[src/rtl/ex_muldiv_seq.sv]
// RV32M multiply/divide sequencer for the execute stage: shift-add multiply,
// restoring divide, one iteration per cycle, pipeline stall until done.
module ex_muldiv_seq #(
  parameter int unsigned XLEN  = 32,
  parameter int unsigned CNT_W = 6
) (
  input  logic            clk,
  input  logic            rst_n,
  input  logic            start,
  input  logic            kill,
  input  logic [2:0]      funct3,
  input  logic [XLEN-1:0] ea,
  input  logic [XLEN-1:0] eb,
  input  logic [4:0]      ern0,
  output logic            stall,
  output logic            busy,
  output logic            done,
  output logic [XLEN-1:0] md_res,
  output logic [4:0]      md_rn
);

  typedef enum logic [1:0] {IDLE, CALC, DONE} state_t;

  localparam logic [XLEN-1:0] MIN_INT = {1'b1, {(XLEN-1){1'b0}}};

  state_t state_q, state_d;

  logic [CNT_W-1:0] cnt_q;
  logic [2:0]       op_q;
  logic [4:0]       rn_q, md_rn_q;
  logic [XLEN-1:0]  b_q, hi_q, lo_q, res_q, md_res_q;
  logic             neg_q;

  // operand decode at accept
  logic            is_div, signed_a, signed_b, sa, sb, neg_in;
  logic            div_zero, ovf, special, accept;
  logic [XLEN-1:0] a_mag, b_mag, spec_res;

  always_comb begin
    is_div   = funct3[2];
    signed_a = is_div ? !funct3[0] : (funct3[1:0] == 2'b01 || funct3[1:0] == 2'b10);
    signed_b = is_div ? !funct3[0] : (funct3[1:0] == 2'b01);
    sa       = signed_a & ea[XLEN-1];
    sb       = signed_b & eb[XLEN-1];
    a_mag    = sa ? -ea : ea;
    b_mag    = sb ? -eb : eb;
    // remainder takes the dividend sign; everything else the product of signs
    neg_in   = (is_div && funct3[1]) ? sa : (sa ^ sb);
    div_zero = is_div && (eb == '0);
    ovf      = is_div && !funct3[0] && (ea == MIN_INT) && (eb == '1);
    special  = div_zero || ovf;
    if (div_zero) spec_res = funct3[1] ? ea : '1;
    else          spec_res = funct3[1] ? '0 : ea;
    accept   = (state_q == IDLE) && start && !kill;
  end

  // one iteration: hi/lo hold {partial product, multiplier} or {remainder, dividend/quotient}
  logic [XLEN:0]     sum, shifted, diff;
  logic [XLEN-1:0]   hi_n, lo_n, fin;
  logic [2*XLEN-1:0] prod;

  always_comb begin
    sum     = {1'b0, hi_q} + (lo_q[0] ? {1'b0, b_q} : '0);
    shifted = {hi_q, lo_q[XLEN-1]};
    diff    = shifted - {1'b0, b_q};
    if (op_q[2]) begin
      if (!diff[XLEN]) begin
        hi_n = diff[XLEN-1:0];
        lo_n = {lo_q[XLEN-2:0], 1'b1};
      end else begin
        hi_n = shifted[XLEN-1:0];
        lo_n = {lo_q[XLEN-2:0], 1'b0};
      end
    end else begin
      hi_n = sum[XLEN:1];
      lo_n = {sum[0], lo_q[XLEN-1:1]};
    end
    prod = {hi_n, lo_n};
    if (neg_q) prod = -prod;
    if (op_q[2]) begin
      if (op_q[1]) fin = neg_q ? -hi_n : hi_n;
      else         fin = neg_q ? -lo_n : lo_n;
    end else begin
      fin = (op_q[1:0] == 2'b00) ? prod[XLEN-1:0] : prod[2*XLEN-1:XLEN];
    end
  end

  always_comb begin
    state_d = state_q;
    case (state_q)
      IDLE:    if (start) state_d = special ? DONE : CALC;
      CALC:    if (cnt_q == '0) state_d = DONE;
      DONE:    state_d = IDLE;
      default: state_d = IDLE;
    endcase
    if (kill) state_d = IDLE;
  end

  always_ff @(posedge clk) begin
    if (!rst_n) begin
      state_q  <= IDLE;
      cnt_q    <= '0;
      op_q     <= '0;
      rn_q     <= '0;
      b_q      <= '0;
      hi_q     <= '0;
      lo_q     <= '0;
      neg_q    <= 1'b0;
      res_q    <= '0;
      md_res_q <= '0;
      md_rn_q  <= '0;
    end else begin
      state_q <= state_d;
      if (accept) begin
        op_q  <= funct3;
        rn_q  <= ern0;
        b_q   <= b_mag;
        hi_q  <= '0;
        lo_q  <= a_mag;
        neg_q <= neg_in;
        cnt_q <= CNT_W'(XLEN-1);
        if (special) res_q <= spec_res;
      end else if (state_q == CALC && !kill) begin
        hi_q  <= hi_n;
        lo_q  <= lo_n;
        cnt_q <= cnt_q - CNT_W'(1);
        if (cnt_q == '0) res_q <= fin;
      end
      if (done) begin
        md_res_q <= res_q;
        md_rn_q  <= rn_q;
      end
    end
  end

  // Result is shown live during DONE but only committed to the holding
  // register when DONE completes unkilled.
  assign busy   = (state_q == CALC);
  assign done   = (state_q == DONE) && !kill;
  assign stall  = start && !done && !kill;
  assign md_res = done ? res_q : md_res_q;
  assign md_rn  = done ? rn_q  : md_rn_q;

endmodule

[config.mk]
export PLATFORM = sky130hd
export DESIGN_NAME = ex_muldiv_seq
export DESIGN_NICKNAME = d
export VERILOG_FILES = /design/src/rtl/ex_muldiv_seq.sv
export SDC_FILE = /design/constraint.sdc
export NUM_CORES = 1
export LEC_CHECK = 0
export CAP_MARGIN = 40
export CORE_MARGIN = 2
export CORE_UTILIZATION = 30
export DETAILED_ROUTE_END_ITERATION = 10
export SETUP_SLACK_MARGIN = 0.3
export SKIP_LAST_GASP = 1
export SLEW_MARGIN = 15
export SYNTH_ARGS = -nofsm -noshare
export SYNTH_HDL_FRONTEND = slang
export SYNTH_SLANG_ARGS = --single-unit
[constraint.sdc]
create_clock -name clk -period 9.75 [get_ports clk]
set_input_delay 1.95 -clock clk [delete_from_list [all_inputs] [get_ports clk]]
set_output_delay 1.95 -clock clk [all_outputs]
set_load 0.03 [all_outputs]
Yosys cells after proc, flatten, opt, wreduce, memory -nomap -nowiden:

Index checks and enable logic that the tools add are counted.

* add/subtract/negate cells: 8
* reduce and logical (&&, ||, !) cells: 26
* eq/ne operators: 9
* multiplexer cells: 33
* bitwise operators: 4

Operators with widths (count)
* two-way mux 32 bit: 21
* negator 32 bit: 4
* == test 32 bit, second input constant: 2
* two-way mux 64 bit: 1
* negator 64 bit: 1
* adder 32 x 32 -> 33 bit: 1
* subtractor 33 x 32 -> 33 bit: 1
* logical NOT 32 bit: 1
* two-way mux 5 bit: 3
* logical AND 1 bit: 11
* logical NOT 6 bit: 1
* two-way mux 2 bit: 3
* subtractor 6 x 1 -> 6 bit, second input constant: 1
* == test 2 x 1 -> 1 bit, second input constant: 2
* == test 2 bit, second input constant: 2
* logical NOT 2 bit: 2
* two-way mux 1 bit: 4
* inequality test 2 bit, second input constant: 2
* case mux 2 bit (2 select lines): 1
* nonzero test 2 bit: 2
* OR reduction 2 bit: 2
* logical NOT 1 bit: 3
* AND reduction 3 bit: 1
* bitwise AND 1 bit: 2
* other kinds (5): 6

* word-level logic and storage cells: 92
* bits in registers: 182
* output and inout bits: 40

Logic depth before layout (Yosys ltp):

Gate-level depths: netlist of the first run.

* word-level depth: 10
* gate-level depth with buffers: 24
* mapped depth without buffers: 21

Least setup slack after synthesis of the first run:

No wires, ideal clock.

* kind: input to output
* start point: input port kill
* end point: output port md_res[26]
* path slack: 4.235 ns
* stages on the path: 4
* arrival: 3.565 ns
* buffers on the path: 2
* cell sequence: nor3b_1 > clkbuf_1 > buf_1 > mux2_2

* longest elaborated chain between the ends: 3

RTL lines
* start, declared: line 10 `input logic kill,`
* logical NOT 1 bit: line 139 `assign done = (state_q == DONE) && !kill;`
* logical AND 1 bit: line 139
* named net done: line 17 `output logic done,`
* two-way mux 32 bit
* end, declared: line 18 `output logic [XLEN-1:0] md_res,`

The timed path passes the listed nets, and every way through them passes these cells.

Worst setup path in the final report of the first run:

* start point: input port eb[13]
* end point: register res_q[14]

* longest elaborated chain between the ends: 5

RTL lines
* start, declared: line 13 `input logic [XLEN-1:0] eb,`
* == test 32 bit or logical NOT 32 bit (tied branches): line 50, 49
* logical AND 1 bit, on equally long branches: line 50, 49
* logical OR 1 bit or two-way mux 32 bit (tied branches): line 51, 52
* inequality test 2 bit (no source line) or two-way mux 32 bit (tied branches)
* AND reduction 3 bit (no source line) or two-way mux 32 bit (tied branches)
* end signal, assigned: line 122 `if (special) res_q <= spec_res;`
* end signal, assigned: line 127 `if (cnt_q == '0) res_q <= fin;`
* end, declared: line 31 `logic [XLEN-1:0] b_q, hi_q, lo_q, res_q, md_res_q;`

Several ways; a longest one is shown, not always the timed one. The select of a mux whose other input is x is not followed.
A chain may end at the register's enable or synchronous reset.

==> flow_metrics.py, run 1 <==
metrics = {
    "run_status": {
        "status": "finished, final reports clean",
    },
    "route": {
        "ant_nets": 0,
        "drc": 0,
        "drtIter0Drc": 1854,
        "vias": 17985,
        "dr.pass1.iters": 6,
        "wl_per_cell_um": 21.2,
        "via_per_inst": 5.82,
        "routed_wl_mm": 65.5,
    },
    "min_path": {
        "min-delay-path-class": "reg2reg",
    },
    "yosys": {
        "syn_area_per_cell_sq_um": 7.25,
        "synth_compound_area_frac": 0.281,
        "synth_area_leaders": "dfxtp_1, nor2_1, a21oi_1, ha_1, xnor2_1",
        "yosysTopAreaCell": "dfxtp_1",
        "synth_top_family_by_area": "compound AO/OA/AOI/OAI gates",
        "synth_top_area_frac": 0.218,
        "synth.mux.area_fraction": 0.0517,
        "synth_edf_count": 0,
        "synth_warnings": 0,
        "synthFlopType": "dfxtp_1",
        "async_flop_share": 0,
        "synth_seq_area_share": 0.218,
        "synth-xor-area-share": 0.0859,
        "synth_seq_cells": 182,
        "syn-cell-area_sq_um": 16700,
        "syn_inst": 2305,
        "synth_cell_types": 93,
        "synth-simple-area-share": 0.243,
        "syn-num-nets": 2454,
        "synthAdderAreaFrac": 0.0675,
    },
    "timing": {
        "finalCritPeriodShare": 0.721,
        "slew_viol_final": 0,
        "finalHoldViolCount": 0,
        "skew_ns": 0.0172,
        "final.setup.worst_slack_ns": 2.72,
        "finalSetupViolCount": 0,
        "rsz0062_at_grt": "no",
        "setup_tns_ns": 0,
        "period_needed_ns": 7.03,
        "fmax_ghz": 0.142,
        "relSlewSlack": 0.372,
        "tightest_slew_ns": 0.942,
    },
    "placed_design": {
        "port_buffers": 115,
        "dp_cells": 3055,
        "routabilityCongestion": 0.969,
        "dp_slack_ns": 2.33,
        "dpl.hpwl_mm": 50.0,
    },
    "die": {
        "die_x_um": 240,
        "die_area_sq_um": 57600,
        "initial_core_util": 0.303,
        "num_rows": 86,
        "die_h_um": 240,
        "pin_count": 116,
        "core_area_sq_um": 55100,
    },
    "setup_path": {
        "crit_path_end_kind": "flop",
        "crit_chain": "clkdlybuf4s50_1 > or4_1 > or3_1 > nor3_1 > nand3_1 > nor3_1 > and2_0 > o21bai_1 > a21o_1 > buf_4 > nand2_1 > clkinv_1 > o221ai_1 > a41oi_1 > o221ai_1 > nand2_1",
        "cp_slowest_cell": "a21o_1",
        "cp-start-kind": "input port",
        "cp.required_ns": 10.18,
        "path_max_fanout": 21,
        "worstPathArrival_ns": 7.46,
        "worstSetupPathType": "in2reg",
        "slowest_delay_ns": 0.74,
    },
    "cts": {
        "cts_tree": "built",
        "htree_levels": 4,
        "cts_buffers": 17,
        "cts_resized": 0,
        "clock-sinks": 182,
        "cts_buffer_depth": 2,
        "cts-root-buf": "clkbuf_16",
        "hold_buffers": 0,
        "post_cts_buffers": 0,
        "clk_latency_ns": 0.49,
        "path_clk_slew_ns": 0.07,
    },
    "global_route": {
        "grt_util_all_layers": 0.226,
        "grt_pass1_vias": 16703,
        "grt_pass1_wl_mm": 101,
        "antenna_found_initial": 0,
        "overflow": 0,
        "grt_max_degree": 98,
    },
    "power": {
        "leakage_uw": 0.00697,
        "p_switching_uw": 896,
        "switching_share": 0.393,
        "powerDensity_nw_per_um2": 119,
        "seq_power_share": 0.357,
        "p_clk_frac": 0.309,
        "pwr-share-comb": 0.335,
        "internal_power_uw": 1390,
        "vdd_drop_max_uv": 163,
    },
    "job": {
        "max_cap_viol_count": 0,
    },
    "layout": {
        "fin_cells": 3090,
        "layout-drive-gt1-share": 0.0700,
        "area.growth.synth_to_final_pct": 14.8,
        "nets": 2478,
        "n_antenna_cell": 0,
        "final_cell_mix": "nor2_1, nand2_1, a21oi_1",
        "ff_latch_area_sq_um": 3650,
        "final_common_cell": "nor2_1",
        "multiInputGateArea_sq_um": 12200,
        "n_fill_cell": 5879,
    },
}
## sequential cells by signal, summed over array words and instances, names as in the netlist
signal and cells:
b_q 32, hi_q 32, lo_q 32, md_res_q 32, res_q 32, cnt_q 6
md_rn_q 5, rn_q 5, op_q 3, state_q 2, neg_q 1
## critical path, delay by kind of cell
family,cells,cell delay (ns)
and+or+nand+nor,8,2.90
AOI/OAI and AO/OA,5,1.56
buffers and inverters,3,1.04
## layer usage
metal / GRT usage / share of wire / vias up
li1: - / - / 8487
met1: 0.301 / 0.43 / 8554
met2: 0.355 / 0.45 / 810
met3: 0.0396 / 0.077 / 134
met4: 0.103 / 0.042 / 0
met5: 0 / 0 / -
## cell type report
class	instances	share of cell area
Sequential cell	182	0.190
Clock buffer	18	0.0229
Inverter	75	0.0147
Timing Repair Buffer	159	0.0800
Tap cell	748	0.0488
Clock inverter	14	0.00705
Multi-Input combinational cell	1894	0.636
## through the flow
step	util	hold slack [ns]	instance area, sq um	power, uW
after CTS	0.347	0.457	19100	2280
after detailed placement	0.337	0.445	18500	1570
after global placement	0.336	0.439	18500	1560
after global routing	0.348	0.480	19200	2390
final	0.348	0.459	19200	2280
after floorplan	-	0.410	16700	1320
## worst paths after layout
path | depth (start not counted) | slack, ns | to | from
worst max-delay path | 16 | 2.72 | res_q[14] | eb[13]
worst min-delay path | 2 | 0.46 | rn_q[4] | rn_q[4]
worst max register to register | 21 | 3.18 | res_q[28] | lo_q[31]
worst min register to register | 2 | 0.46 | rn_q[4] | rn_q[4]
## cell usage after synthesis, types with 6 or more instances
| cell | instances |
|---|---|
| o22ai_1 | 10 |
| nand4_1 | 41 |
| xnor2_1 | 97 |
| nand3_1 | 38 |
| a221oi_1 | 19 |
| nor4_1 | 20 |
| maj3_1 | 20 |
| a31oi_1 | 31 |
| inv_1 | 74 |
| o21a_1 | 16 |
| a311oi_1 | 11 |
| ha_1 | 71 |
| o41ai_1 | 13 |
| and2_1 | 83 |
| o221ai_1 | 19 |
| o2111ai_1 | 6 |
| a22oi_1 | 7 |
| o31ai_1 | 31 |
| nor3_1 | 65 |
| o211ai_1 | 28 |
| nor3b_1 | 7 |
| buf_1 | 15 |
| clkbuf_1 | 126 |
| a21o_1 | 21 |
| nor2b_1 | 9 |
| or3_1 | 20 |
| nand2_1 | 224 |
| or4_1 | 7 |
| a21oi_1 | 191 |
| xor2_1 | 67 |
| or2_2 | 8 |
| o31a_1 | 6 |
| o311ai_0 | 6 |
| o21bai_1 | 11 |
| mux2i_1 | 38 |
| mux2_2 | 43 |
| dfxtp_1 | 182 |
| nor2_1 | 264 |
| nand2b_1 | 13 |
| and3_1 | 16 |
| buf_2 | 10 |
| o21ai_0 | 138 |
| a211oi_1 | 90 |
## power groups by stage
stage / registers [uW] / clock network [uW] / logic, uW
2_1_floorplan: 808 / 0 / 510
3_3_place_gp: 828 / 0 / 732
3_5_place_dp: 829 / 0 / 739
4_1_cts: 812 / 721 / 742
5_1_grt: 817 / 744 / 829
6_report: 813 / 704 / 763
## kinds of logic (layout without fill, tap and decap cells)
| group | Yosys count | after routing |
|---|---|---|
| buf+inv | 229 | 266 |
| simple gates | 846 | 846 |
| xor+xnor | 164 | 164 |
| flops | 182 | 182 |
| mux | 81 | 81 |
| compound gates | 710 | 710 |
| fa+ha+maj | 93 | 93 |
No activity file was read; power rests on OpenSTA's default activity.
==> run 2, diff against run 1 <==
==> constraint.sdc (replaced) <==
create_clock -name clk -period 6.18 [get_ports clk]
set_input_delay 1.236 -clock clk [delete_from_list [all_inputs] [get_ports clk]]
set_output_delay 1.236 -clock clk [all_outputs]
set_load 0.03 [all_outputs]
==> flow_metrics.py, run 2 (synthesis results as in run 1) <==
metrics = {
    "layout": {
        "nets": 2542,
        "utilization": 0.358,
        "layout-drive-gt1-share": 0.0973,
        "area.growth.synth_to_final_pct": 17.9,
        "final_common_cell": "nor2_1",
        "n_antenna_cell": 0,
        "final_cell_mix": "nor2_1, nand2_1, a21oi_1",
    },
    "cts": {
        "path_clk_slew_ns": 0.07,
        "clock-sinks": 182,
        "cts_tree": "built",
        "cts-root-buf": "clkbuf_16",
        "clk_latency_ns": 0.49,
        "cts_buffers": 17,
        "htree_levels": 4,
        "cts_buffer_depth": 2,
        "hold_buffers": 0,
    },
    "route": {
        "routed_wl_mm": 71.4,
        "wl_per_cell_um": 22.6,
        "drc": 0,
        "drtIter0Drc": 2040,
        "dr.pass1.iters": 6,
        "vias": 18413,
        "via_per_inst": 5.84,
        "ant_nets": 0,
    },
    "placed_design": {
        "routabilityCongestion": 1.05,
        "dpl.hpwl_mm": 55.9,
        "port_buffers": 115,
    },
    "power": {
        "p_clk_frac": 0.304,
        "seq_power_share": 0.345,
        "p_switching_uw": 1470,
        "vdd_drop_max_uv": 216,
        "leakage_uw": 0.00730,
        "internal_power_uw": 2230,
        "pwr-share-comb": 0.351,
        "switching_share": 0.397,
        "powerDensity_nw_per_um2": 187,
    },
    "setup_path": {
        "path_delay_family": "simple AND/OR/NAND/NOR gates",
        "crit_path_end_kind": "flop",
        "crit_chain": "inv_1 > ha_1 > fa_1 > and2b_1 > o2111ai_2 > a2111oi_4 > o31ai_2 > a221o_1 > buf_4 > a31oi_2 > a22oi_2 > or4_4 > or4b_4 > or2_1 > or4_1 > and4_1 > a21oi_1",
        "cp_slowest_cell": "or4b_4",
        "worstPathArrival_ns": 6.06,
        "worstSetupPathType": "reg2reg",
        "cp-start-kind": "flop",
        "cp_num_buf_inv": 2,
        "path_max_fanout": 18,
        "slowest_delay_ns": 0.64,
        "cp.required_ns": 6.59,
    },
    "timing": {
        "finalSetupViolCount": 0,
        "relSlewSlack": 0.413,
        "period_needed_ns": 5.64,
        "finalHoldViolCount": 0,
        "finalCritPeriodShare": 0.913,
        "fmax_ghz": 0.177,
        "skew_ns": 0.0219,
        "tightest_slew_ns": 0.858,
        "rsz0062_at_grt": "no",
        "slew_viol_final": 0,
        "setup_tns_ns": 0,
    },
    "die": {
        "initial_core_util": 0.303,
        "die_h_um": 240,
        "pin_count": 116,
        "num_rows": 86,
        "core_area_sq_um": 55100,
        "die_area_sq_um": 57600,
        "die_x_um": 240,
    },
    "global_route": {
        "antenna_found_initial": 1,
        "grt_util_all_layers": 0.245,
        "grt_pass1_wl_mm": 108,
        "overflow": 0,
        "grt_pass1_vias": 17108,
        "grt_max_degree": 143,
    },
    "min_path": {
        "min-delay-path-class": "reg2reg",
    },
    "run_status": {
        "status": "finished, final reports clean",
    },
    "job": {
        "max_cap_viol_count": 0,
    },
}
[run 2: changes by cell type in the layout (fill, tap and decap cells not counted), moves of 2 or more]
| cell | change |
|---|---|
| clkinv_4 | -3 |
| inv_6 | +2 |
| buf_4 | +65 |
| buf_6 | -2 |
[run 2: timing repair]
item,4_1_cts,5_1_grt
resized for setup,0,7
buffers inserted,0,2
setup endpoints to repair,0,13
[run 2: final timing paths]
kind / slack (ns) / end / start / cells past startpoint
worst min-delay path: 0.44 / res_q[12] / res_q[12] / 2
worst max register to register: 0.54 / res_q[29] / lo_q[31] / 17
worst min register to register: 0.44 / res_q[12] / res_q[12] / 2
worst max-delay path: 0.54 / res_q[29] / lo_q[31] / 17
[run 2: final cells by class]
class                      count  area, sq um
inverter                      75          282
timing repair buffer         223         2020
fill                        5847        35400
multi-input combinational   1894        12200
tap                          748          936
sequential                   182         3650
clock buffer                  18          439
clock inverter                14          134
[run 2: tightest hold or removal path, cell delays in order (launching register included)]
cell and delay, ns:
dfxtp_1 0.31, nand2_1 0.05, nand2_1 0.04
[run 2: power groups by stage]
| stage | registers [uW] | logic [uW] | clock network (uW) |
|---|---|---|---|
| detailed placement | 1300 | 1250 | 0 |
| global placement | 1300 | 1250 | 0 |
| global route | 1280 | 1390 | 1190 |
| floorplan | 1280 | 805 | 0 |
| finish | 1280 | 1300 | 1120 |
| CTS | 1270 | 1250 | 1140 |
[run 2: through the flow]
step	cells	area, sq um	total power (uW)	setup WS (ns)	hold WS, ns
3_5_place_dp	3120	19100	2550	0.496	0.429
4_1_cts	3152	19700	3670	0.435	0.440
3_3_place_gp	3116	19000	2550	0.511	0.429
2_1_floorplan	2305	16700	2080	0.726	0.410
6_report	3154	19700	3690	0.536	0.438
5_1_grt	3154	19700	3860	0.299	0.455
[run 2: layer usage]
metal	GRT usage	vias up	wire [um]
li1	-	8635	-
met5	0	-	13
met1	0.337	8834	31500
met4	0.0789	2	2190
met3	0.0420	109	5440
met2	0.388	833	32300
==> run 3, diff against run 2 <==
--- a/config.mk
+++ b/config.mk
@@ -9,6 +9,7 @@
 export CORE_MARGIN = 2
 export CORE_UTILIZATION = 30
 export DETAILED_ROUTE_END_ITERATION = 10
+export DONT_BUFFER_PORTS = 1
 export SETUP_SLACK_MARGIN = 0.3
 export SKIP_LAST_GASP = 1
 export SLEW_MARGIN = 15
==> flow_metrics.py, run 3 (synthesis results as in run 1) <==
metrics = {
    "timing": {
        "finalHoldViolCount": 0,
        "slew_viol_final": 0,
        "tightest_slew_ns": 0.893,
        "skew_ns": 0.0210,
        "relSlewSlack": 0.389,
        "fmax_ghz": 0.177,
        "rsz0062_at_grt": "yes",
        "setup_tns_ns": 0,
        "finalSetupViolCount": 0,
        "holdWs_ns": 0.446,
        "finalCritPeriodShare": 0.912,
        "period_needed_ns": 5.63,
        "final.setup.worst_slack_ns": 0.546,
    },
    "route": {
        "dr.pass1.iters": 6,
        "routed_wl_mm": 69.7,
        "drc": 0,
        "drtIter0Drc": 1919,
        "wl_per_cell_um": 23.1,
        "ant_nets": 0,
        "via_per_inst": 5.94,
        "vias": 17907,
    },
    "run_status": {
        "status": "finished, final reports clean",
    },
    "global_route": {
        "grt_max_degree": 72,
        "grt_pass1_wl_mm": 105,
        "grt_util_all_layers": 0.238,
        "grt_pass1_vias": 16614,
        "top_usage_layer": "met2",
        "grt_use_met3": 0.0370,
        "antenna_found_initial": 1,
        "grt_util_met1": 0.325,
        "overflow": 0,
        "use_met2": 0.377,
    },
    "die": {
        "die_area_sq_um": 57600,
        "core_area_sq_um": 55100,
        "pin_count": 116,
        "initial_core_util": 0.303,
        "die_h_um": 240,
        "num_rows": 86,
        "die_x_um": 240,
    },
    "layout": {
        "area.growth.synth_to_final_pct": 10.2,
        "final_common_cell": "nor2_1",
        "n_fill_cell": 5988,
        "nets": 2403,
        "ff_latch_area_sq_um": 3650,
        "n_antenna_cell": 0,
        "layout-drive-gt1-share": 0.0914,
        "final_cell_mix": "nor2_1, nand2_1, a21oi_1",
        "multiInputGateArea_sq_um": 12200,
    },
    "setup_path": {
        "crit_path_start": "lo_q[31]",
        "cp-start-kind": "flop",
        "ff2ff_path_depth": 21,
        "r2r_slack_ns": 0.55,
        "cp.required_ns": 6.52,
        "cp_slowest_cell": "a221oi_1",
        "r2r-start": "lo_q[31]",
        "endpoint": "res_q[28]",
        "worstPathArrival_ns": 5.97,
        "reg2reg_to": "res_q[28]",
        "crit_path_end_kind": "flop",
        "slowest_delay_ns": 0.57,
        "worstSetupPathType": "reg2reg",
        "path_max_fanout": 6,
        "cp_common_cell": "a21oi_1",
        "crit_chain": "inv_1 > ha_1 > fa_1 > and2b_1 > o2111ai_2 > a2111oi_4 > o31ai_2 > nand2_1 > a21oi_1 > a21oi_1 > ha_1 > or3b_2 > nor3_1 > nand3_1 > nor2_1 > buf_4 > nand2_1 > o21ai_0 > xor2_1 > a221oi_1 > a21oi_1",
    },
    "cts": {
        "cts_buffer_depth": 2,
        "cts_tree": "built",
        "clk_latency_ns": 0.48,
        "htree_levels": 4,
        "path_clk_slew_ns": 0.08,
        "cts-root-buf": "clkbuf_16",
        "cts_buffers": 17,
        "clock-sinks": 182,
        "hold_buffers": 0,
    },
    "placed_design": {
        "dp_slack_ns": 0.486,
        "dpl.hpwl_mm": 54.6,
        "port_buffers": 0,
        "routabilityCongestion": 1.01,
    },
    "power": {
        "leakage_uw": 0.00676,
        "vdd_drop_max_uv": 225,
        "powerDensity_nw_per_um2": 197,
    },
    "min_path": {
        "min-delay-path-class": "reg2reg",
    },
    "job": {
        "max_cap_viol_count": 0,
    },
}
-- run 3: worst min path at each step --
stage,startpoint,slack (ns),depth (start not counted),endpoint
after floorplan,res_q[12],0.41,2,res_q[12]
after global placement,res_q[12],0.43,2,res_q[12]
after detailed placement,res_q[12],0.44,2,res_q[12]
after CTS,res_q[12],0.45,2,res_q[12]
after global routing,rn_q[3],0.48,2,rn_q[3]
final,res_q[12],0.45,2,res_q[12]
-- run 3: worst max-delay path: cells and delay by family, from the launching register on --
kind            cells  cell delay, ns
compound gates      8            2.20
simple gates        7            1.67
fa+ha+maj           3            0.92
flops               1            0.35
buf+inv             2            0.27
xor+xnor            1            0.10
-- run 3: per-layer routing --
metal | wire length, um | part of all wire
met4 | 2560 | 0.037
met3 | 5190 | 0.075
met1 | 30500 | 0.44
met2 | 31400 | 0.45
met5 | 13 | 0.00019
-- run 3: where the power goes --
part / internal, uW / total [uW] / switching [uW]
Combinational: 406 / 1170 / 769
Clock: 619 / 1180 / 563
Sequential: 1220 / 1280 / 60.2
-- run 3: what timing repair did --
action,CTS,global route
setup endpoints to repair,0,15
setup buffers,0,2
resized for setup,0,4
-- run 3: layout make-up --
class,count,area share
tap,748,0.0508
sequential,182,0.198
timing repair buffer,84,0.0385
clock buffer,18,0.0239
inverter,75,0.0153
multi-input combinational,1894,0.665
clock inverter,13,0.00890
-- run 3: per-stage QoR --
stage,total power [uW],cells,util,instance area (sq um)
2_1_floorplan,2080,2305,-,16700
3_3_place_gp,2430,2975,0.321,17700
3_5_place_dp,2440,2981,0.323,17800
4_1_cts,3620,3012,0.333,18400
5_1_grt,3780,3014,0.334,18400
6_report,3640,3014,0.334,18400
